==> src/rtl/regfile_pkg.sv <==
// Shared definitions for the multi-port register file: default geometry,
// address-width derivation and the hardwired-zero register address.
// Optional feature macro: REGFILE_BYPASS_EN (same-cycle write-to-read bypass).
package regfile_pkg;

    localparam int XLEN_DEF = 32;
    localparam int NREG_DEF = 32;
    localparam int NRD_DEF  = 2;
    localparam int NWR_DEF  = 2;

    // x0 is architecturally zero: never written, never busy
    localparam int REG_ZERO = 0;

    // Address width for a register count; at least one bit so ports stay legal
    function automatic int calc_aw(input int n);
        return (n > 1) ? $clog2(n) : 1;
    endfunction

endpackage

==> src/rtl/regfile_wr_sel.sv <==
// Combinational write-port priority selector. Reports whether any enabled
// write port targets sel_addr (x0 never qualifies) and returns the data of
// the highest-indexed matching port.
module regfile_wr_sel
    import regfile_pkg::*;
#(
    parameter int XLEN = XLEN_DEF,
    parameter int AW   = calc_aw(NREG_DEF),
    parameter int NWR  = NWR_DEF
) (
    input  logic [AW-1:0]       sel_addr,
    input  logic [NWR-1:0]      wr_en,
    input  logic [NWR*AW-1:0]   wr_addr,
    input  logic [NWR*XLEN-1:0] wr_data,
    output logic                hit,
    output logic [XLEN-1:0]     data
);

    // Scan ports in ascending order so the highest-indexed match wins
    always_comb begin
        // NOTE: every output gets a default before the loop; a path that
        // leaves an always_comb output unassigned infers a latch.
        hit  = 1'b0;
        data = '0;
        for (int k = 0; k < NWR; k++) begin
            if (wr_en[k] && (wr_addr[k*AW +: AW] == sel_addr) &&
                (wr_addr[k*AW +: AW] != AW'(REG_ZERO))) begin
                hit  = 1'b1;
                data = wr_data[k*XLEN +: XLEN];
            end
        end
    end

endmodule

==> src/rtl/regfile_mp.sv <==
// Multi-port integer register file with per-register busy scoreboard.
// NRD combinational read ports, NWR synchronous write ports, x0 hardwired
// to zero. Busy bits are set by issue, cleared by writeback, wiped by flush.
// Optional feature macro: REGFILE_BYPASS_EN -- reads see same-cycle writes.
module regfile_mp
    import regfile_pkg::*;
#(
    parameter int  XLEN = XLEN_DEF,
    parameter int  NREG = NREG_DEF,
    parameter int  NRD  = NRD_DEF,
    parameter int  NWR  = NWR_DEF,
    localparam int AW   = calc_aw(NREG)
) (
    input  logic                clk,
    input  logic                rst_n,
    input  logic [NWR-1:0]      wr_en,
    input  logic [NWR*AW-1:0]   wr_addr,
    input  logic [NWR*XLEN-1:0] wr_data,
    input  logic [NRD*AW-1:0]   rd_addr,
    output logic [NRD*XLEN-1:0] rd_data,
    output logic [NRD-1:0]      rd_busy,
    input  logic                iss_en,
    input  logic [AW-1:0]       iss_addr,
    input  logic                flush
);

    logic [XLEN-1:0] mem [NREG];
    logic [NREG-1:0] busy;

    // Per-register write decode: hit and winning data from the write ports
    logic [NREG-1:0] wr_hit;
    logic [XLEN-1:0] wr_val [NREG];

    assign wr_hit[0] = 1'b0;
    assign wr_val[0] = '0;

    for (genvar r = 1; r < NREG; r++) begin : g_wr
        regfile_wr_sel #(
            .XLEN (XLEN),
            .AW   (AW),
            .NWR  (NWR)
        ) u_wr_sel (
            .sel_addr (AW'(r)),
            .wr_en    (wr_en),
            .wr_addr  (wr_addr),
            .wr_data  (wr_data),
            .hit      (wr_hit[r]),
            .data     (wr_val[r])
        );
    end

    // Register storage: x0 is never hit, so it keeps its reset value of zero
    always_ff @(posedge clk or negedge rst_n) begin
        if (!rst_n) begin
            // NOTE: the array is reset because reads after reset must return
            // zero for every address; a plain RAM macro would not allow this.
            for (int r = 0; r < NREG; r++) begin
                mem[r] <= '0;
            end
        end else begin
            // NOTE: sequential state uses non-blocking assignments so every
            // register samples pre-edge values regardless of statement order.
            for (int r = 0; r < NREG; r++) begin
                if (wr_hit[r]) begin
                    mem[r] <= wr_val[r];
                end
            end
        end
    end

    // Busy scoreboard, priority per bit: flush > issue set > write clear
    always_ff @(posedge clk or negedge rst_n) begin
        if (!rst_n) begin
            busy <= '0;
        end else if (flush) begin
            busy <= '0;
        end else begin
            for (int r = 1; r < NREG; r++) begin
                if (iss_en && (iss_addr == AW'(r))) begin
                    busy[r] <= 1'b1;
                end else if (wr_hit[r]) begin
                    busy[r] <= 1'b0;
                end
            end
        end
    end

`ifdef REGFILE_BYPASS_EN
    // Bypass decode: one selector per read port against this cycle's writes
    logic [NRD-1:0]  byp_hit;
    logic [XLEN-1:0] byp_val [NRD];

    for (genvar p = 0; p < NRD; p++) begin : g_byp
        regfile_wr_sel #(
            .XLEN (XLEN),
            .AW   (AW),
            .NWR  (NWR)
        ) u_byp_sel (
            .sel_addr (rd_addr[p*AW +: AW]),
            .wr_en    (wr_en),
            .wr_addr  (wr_addr),
            .wr_data  (wr_data),
            .hit      (byp_hit[p]),
            .data     (byp_val[p])
        );
    end
`endif

    // Read muxing; outputs are forced to zero while reset is asserted
    always_comb begin
        rd_data = '0;
        rd_busy = '0;
        for (int p = 0; p < NRD; p++) begin
            rd_data[p*XLEN +: XLEN] = mem[rd_addr[p*AW +: AW]];
            rd_busy[p]              = busy[rd_addr[p*AW +: AW]];
`ifdef REGFILE_BYPASS_EN
            // A forwarded write has retired its producer unless a new one
            // is being issued to the same register this cycle
            if (byp_hit[p]) begin
                rd_data[p*XLEN +: XLEN] = byp_val[p];
                rd_busy[p]              = iss_en && (iss_addr == rd_addr[p*AW +: AW]);
            end
`endif
        end
        if (!rst_n) begin
            rd_data = '0;
            rd_busy = '0;
        end
    end

endmodule

==> config.mk <==
export PLATFORM = sky130hd
export DESIGN_NAME = regfile_mp
export DESIGN_NICKNAME = d
export VERILOG_FILES = /design/src/rtl/regfile_pkg.sv /design/src/rtl/regfile_wr_sel.sv /design/src/rtl/regfile_mp.sv
export SDC_FILE = /design/constraint.sdc
export NUM_CORES = 2
export LEC_CHECK = 0
export BUFFER_PORTS_ARGS = -buffer_cell sky130_fd_sc_hd__buf_2
export CAP_MARGIN = 40
export CORE_UTILIZATION = 40
export DETAILED_ROUTE_END_ITERATION = 16
export HOLD_SLACK_MARGIN = 0.1
export PLACE_DENSITY_LB_ADDON = 0.25
export SYNTH_ARGS = -nofsm -noshare
export SYNTH_HDL_FRONTEND = slang
export SYNTH_SLANG_ARGS = --single-unit
==> constraint.sdc <==
create_clock -name clk -period 2.1 [get_ports clk]
set_input_delay 0.21 -clock clk [delete_from_list [all_inputs] [get_ports clk]]
set_output_delay 0.21 -clock clk [all_outputs]
set_load 0.05 [all_outputs]
==> results.json <==
{
  "outcome": "finished with violations",
  "violations": "setup timing",
  "clock_skew_ns": 0,
  "syn-cell-area_um2": 64120,
  "required_ns": 1.89,
  "ff2ff_setup_slack_ns": 0.77,
  "drt-total-wl_um": 264500,
  "ant_nets": 0,
  "relSlewSlack_pct": 44.72,
  "period_share_pct": 130.6,
  "peakVddDrop_mv": 0.8113,
  "crit_chain": "buf_4, mux4_2, mux2i_2, a21oi_2, buf_4, o21a_1, buf_6",
  "cp-end-kind": "output port",
  "rsz0062_at_grt": "true",
  "insertion_delay_ns": 0.76,
  "p_leak_uw": 0.03792,
  "cts_sinks": 1023,
  "crit_buf_inv": 3,
  "vias": 54450,
  "startpoint_type": "flop",
  "core_um2": 158700,
  "via_per_inst": 6.372,
  "root_buffer": "clkbuf_16",
  "synth_ff_type": "dfrtp_1",
  "layout-drive-gt1-share_pct": 25.04,
  "port-buffer-count": 160,
  "power_uw": 69540,
  "clk_pin_slew_ns": 0.06,
  "placed_cell_area_um2": 71350,
  "hold_viol": 0,
  "hold_class": "in -> reg",
  "antenna_found_initial": 11,
  "p_per_area_nw_per_um2": 890.0,
  "area_growth_pct": 21.84,
  "cts_max_level": 3,
  "place_congestion": 0.9205,
  "pin_count": 161,
  "dp_hpwl_um": 167900,
  "worstMarginPinSlew_ns": 0.8291,
  "first_pass_iters": 8,
  "setup_viol": 66,
  "gr-total-overflow": 0,
  "hold_path.startpoint": "wr_en[1]",
  "async_flop_share_pct": 100.0,
  "syn_area_per_cell_um2": 10.44,
  "final_common_cell": "mux2i_1",
  "grt_max_degree": 66,
  "min_period_ns": 2.743,
  "ys_seq_area_share_pct": 39.92,
  "r2r_cells": 3,
  "dr.first_iter.drc_count": 6857,
  "grt_pass1_wl_um": 382700,
  "fmax_mhz": 364.5,
  "numCtsBuffers": 115,
  "finalWorstSetupSlack_ns": -0.6434,
  "cp_top_family": "multiplexers",
  "ys_seq_elements": 1023,
  "path_max_fanout": 2,
  "dieArea_um2": 161900,
  "final_core_util_pct": 49.22,
  "die_height_um": 402.4,
  "grt_pass1_vias": 52940,
  "synth_nets": 6236,
  "r2r_end": "mem[637]",
  "max_stage_delay_ns": 0.46,
  "synth_edf_count": 0,
  "min_path_cells": 5,
  "whs_endpoint": "mem[827]",
  "synth_cell_types": 47,
  "drv_slew": 0,
  "fillers": 13920,
  "syn_inst": 6141,
  "rows": 146,
  "layout_common_cells": "mux2i_1 (1,077), dfrtp_1 (1,023), nand2_1 (600)",
  "max_cap_violations": 0,
  "final_nets": 6470,
  "drc": 0,
  "critical_path_class": "reg -> out",
  "r2r_start": "mem[637]",
  "cts_tree": "built",
  "wl_per_cell_um": 30.94,
  "worst_path_most_repeated_cell": "buf_4",
  "die_x_um": 402.4,
  "ys.warnings.count": 0,
  "grt_usage_pct": 32.20,
  "clk_path_buf_depth": 3,
  "critPathArrivalTime_ns": 2.53,
  "start_util_pct": 40.39,
  "final_area_um2": 78130,
  "worst_path_max_delay_cell": "mux4_2"
}
stage by stage:
stage	TNS (ns)	hold WS, ns	worst slack (ns)	cells
3_5_place_dp	-17.65	0.3899	-0.4163	8146
2_1_floorplan	-0.2455	-0.08559	-0.01227	6141
3_3_place_gp	-17.61	0.3914	-0.4061	8146
5_1_grt	-36.86	0.1443	-0.6716	8545
6_report	-33.90	0.09144	-0.6434	8546
4_1_cts	-36.42	0.1082	-0.7074	8501
worst max-delay path by stage:
stage | from | end | depth (start not counted)
floorplan | rd_addr[6] | rd_data[35] | 6
detailed placement | rd_addr[1] | rd_data[7] | 7
CTS | mem[328] | rd_data[40] | 7
global route | mem[434] | rd_data[18] | 5
finish | mem[392] | rd_data[40] | 7
global placement | rd_addr[1] | rd_data[19] | 7
cell families (layout without fill, tap and decap cells):
| group | count (synthesis) | after routing | share of synthesized area (%) |
|---|---|---|---|
| flip-flops | 1023 | 1023 | 39.92 |
| other | 0 | 4 | 0 |
| AO/OA/AOI/OAI | 1321 | 1321 | 12.13 |
| AND/OR/NAND/NOR | 1482 | 1482 | 9.807 |
| buffers and inverters | 737 | 1066 | 5.011 |
| multiplexers | 1578 | 1578 | 33.13 |
Yosys cell counts, types with 25 or more instances:
cell type | instances | area [µm²]
a21oi_1 | 505 | 2527
a221o_1 | 33 | 330.3
a221oi_1 | 66 | 578.1
a22oi_1 | 33 | 247.7
a31oi_1 | 40 | 250.2
a32oi_1 | 31 | 271.5
buf_1 | 44 | 165.2
buf_2 | 174 | 870.8
buf_4 | 25 | 187.7
clkbuf_1 | 475 | 1783
dfrtp_1 | 1023 | 25600
mux2_2 | 65 | 732.0
mux2i_1 | 1083 | 10840
mux4_2 | 429 | 9662
nand2_1 | 639 | 2399
nand4_1 | 34 | 212.7
nor2_1 | 556 | 2087
nor2b_1 | 119 | 744.5
nor3_1 | 68 | 340.3
o21a_1 | 33 | 247.7
o21ai_0 | 475 | 2377
o221ai_1 | 33 | 289.0
o22a_1 | 31 | 271.5
o311a_1 | 33 | 330.3
state kept, by name, summed over array words and instances (netlist names):
name  flops
busy     31
mem     992
per-layer routing:
| layer | up-vias | GRT usage [%] | share of wire [%] |
|---|---|---|---|
| met2 | 3337 | 48.19 | 44 |
| met1 | 27410 | 43.58 | 39 |
| met4 | 2 | 15.59 | 5.5 |
| met5 | - | 0 | 0.0026 |
| met3 | 722 | 8.073 | 12 |
| li1 | 22990 | - | - |
where the power goes:
group          switching (µW)  total (µW)  internal [µW]  leakage (µW)
registers                4310       29100          24800        0.0125
clock network            9180       22000          12800       0.00201
logic                    8240       18400          10200        0.0234
worst min-delay path: cells and delay by family:
kind	cells	cell delay (ns)
buffers and inverters	1	0.15
AO/OA/AOI/OAI	1	0.07
AND/OR/NAND/NOR	3	0.40
area by class of cell:
type                       instances  area, µm²  share of cell area [%]
sequential                      1023      25600                   32.76
multi-input combinational       4381      36450                   46.65
clock buffer                     173       3568                   4.567
clock inverter                    39      524.3                  0.6710
antenna                            4      10.01                 0.01281
tap                             2072       2592                   3.318
timing repair buffer             854       9390                   12.02
repair_timing:
action,CTS,global route
endpoints found under the hold margin,1778,0
setup endpoints to repair,66,78
hold buffers,114,0
cloned,0,1
resized for setup,179,35
setup buffers,32,38
pin swaps,122,48
Note: power is estimated with default switching activity, not from simulation.
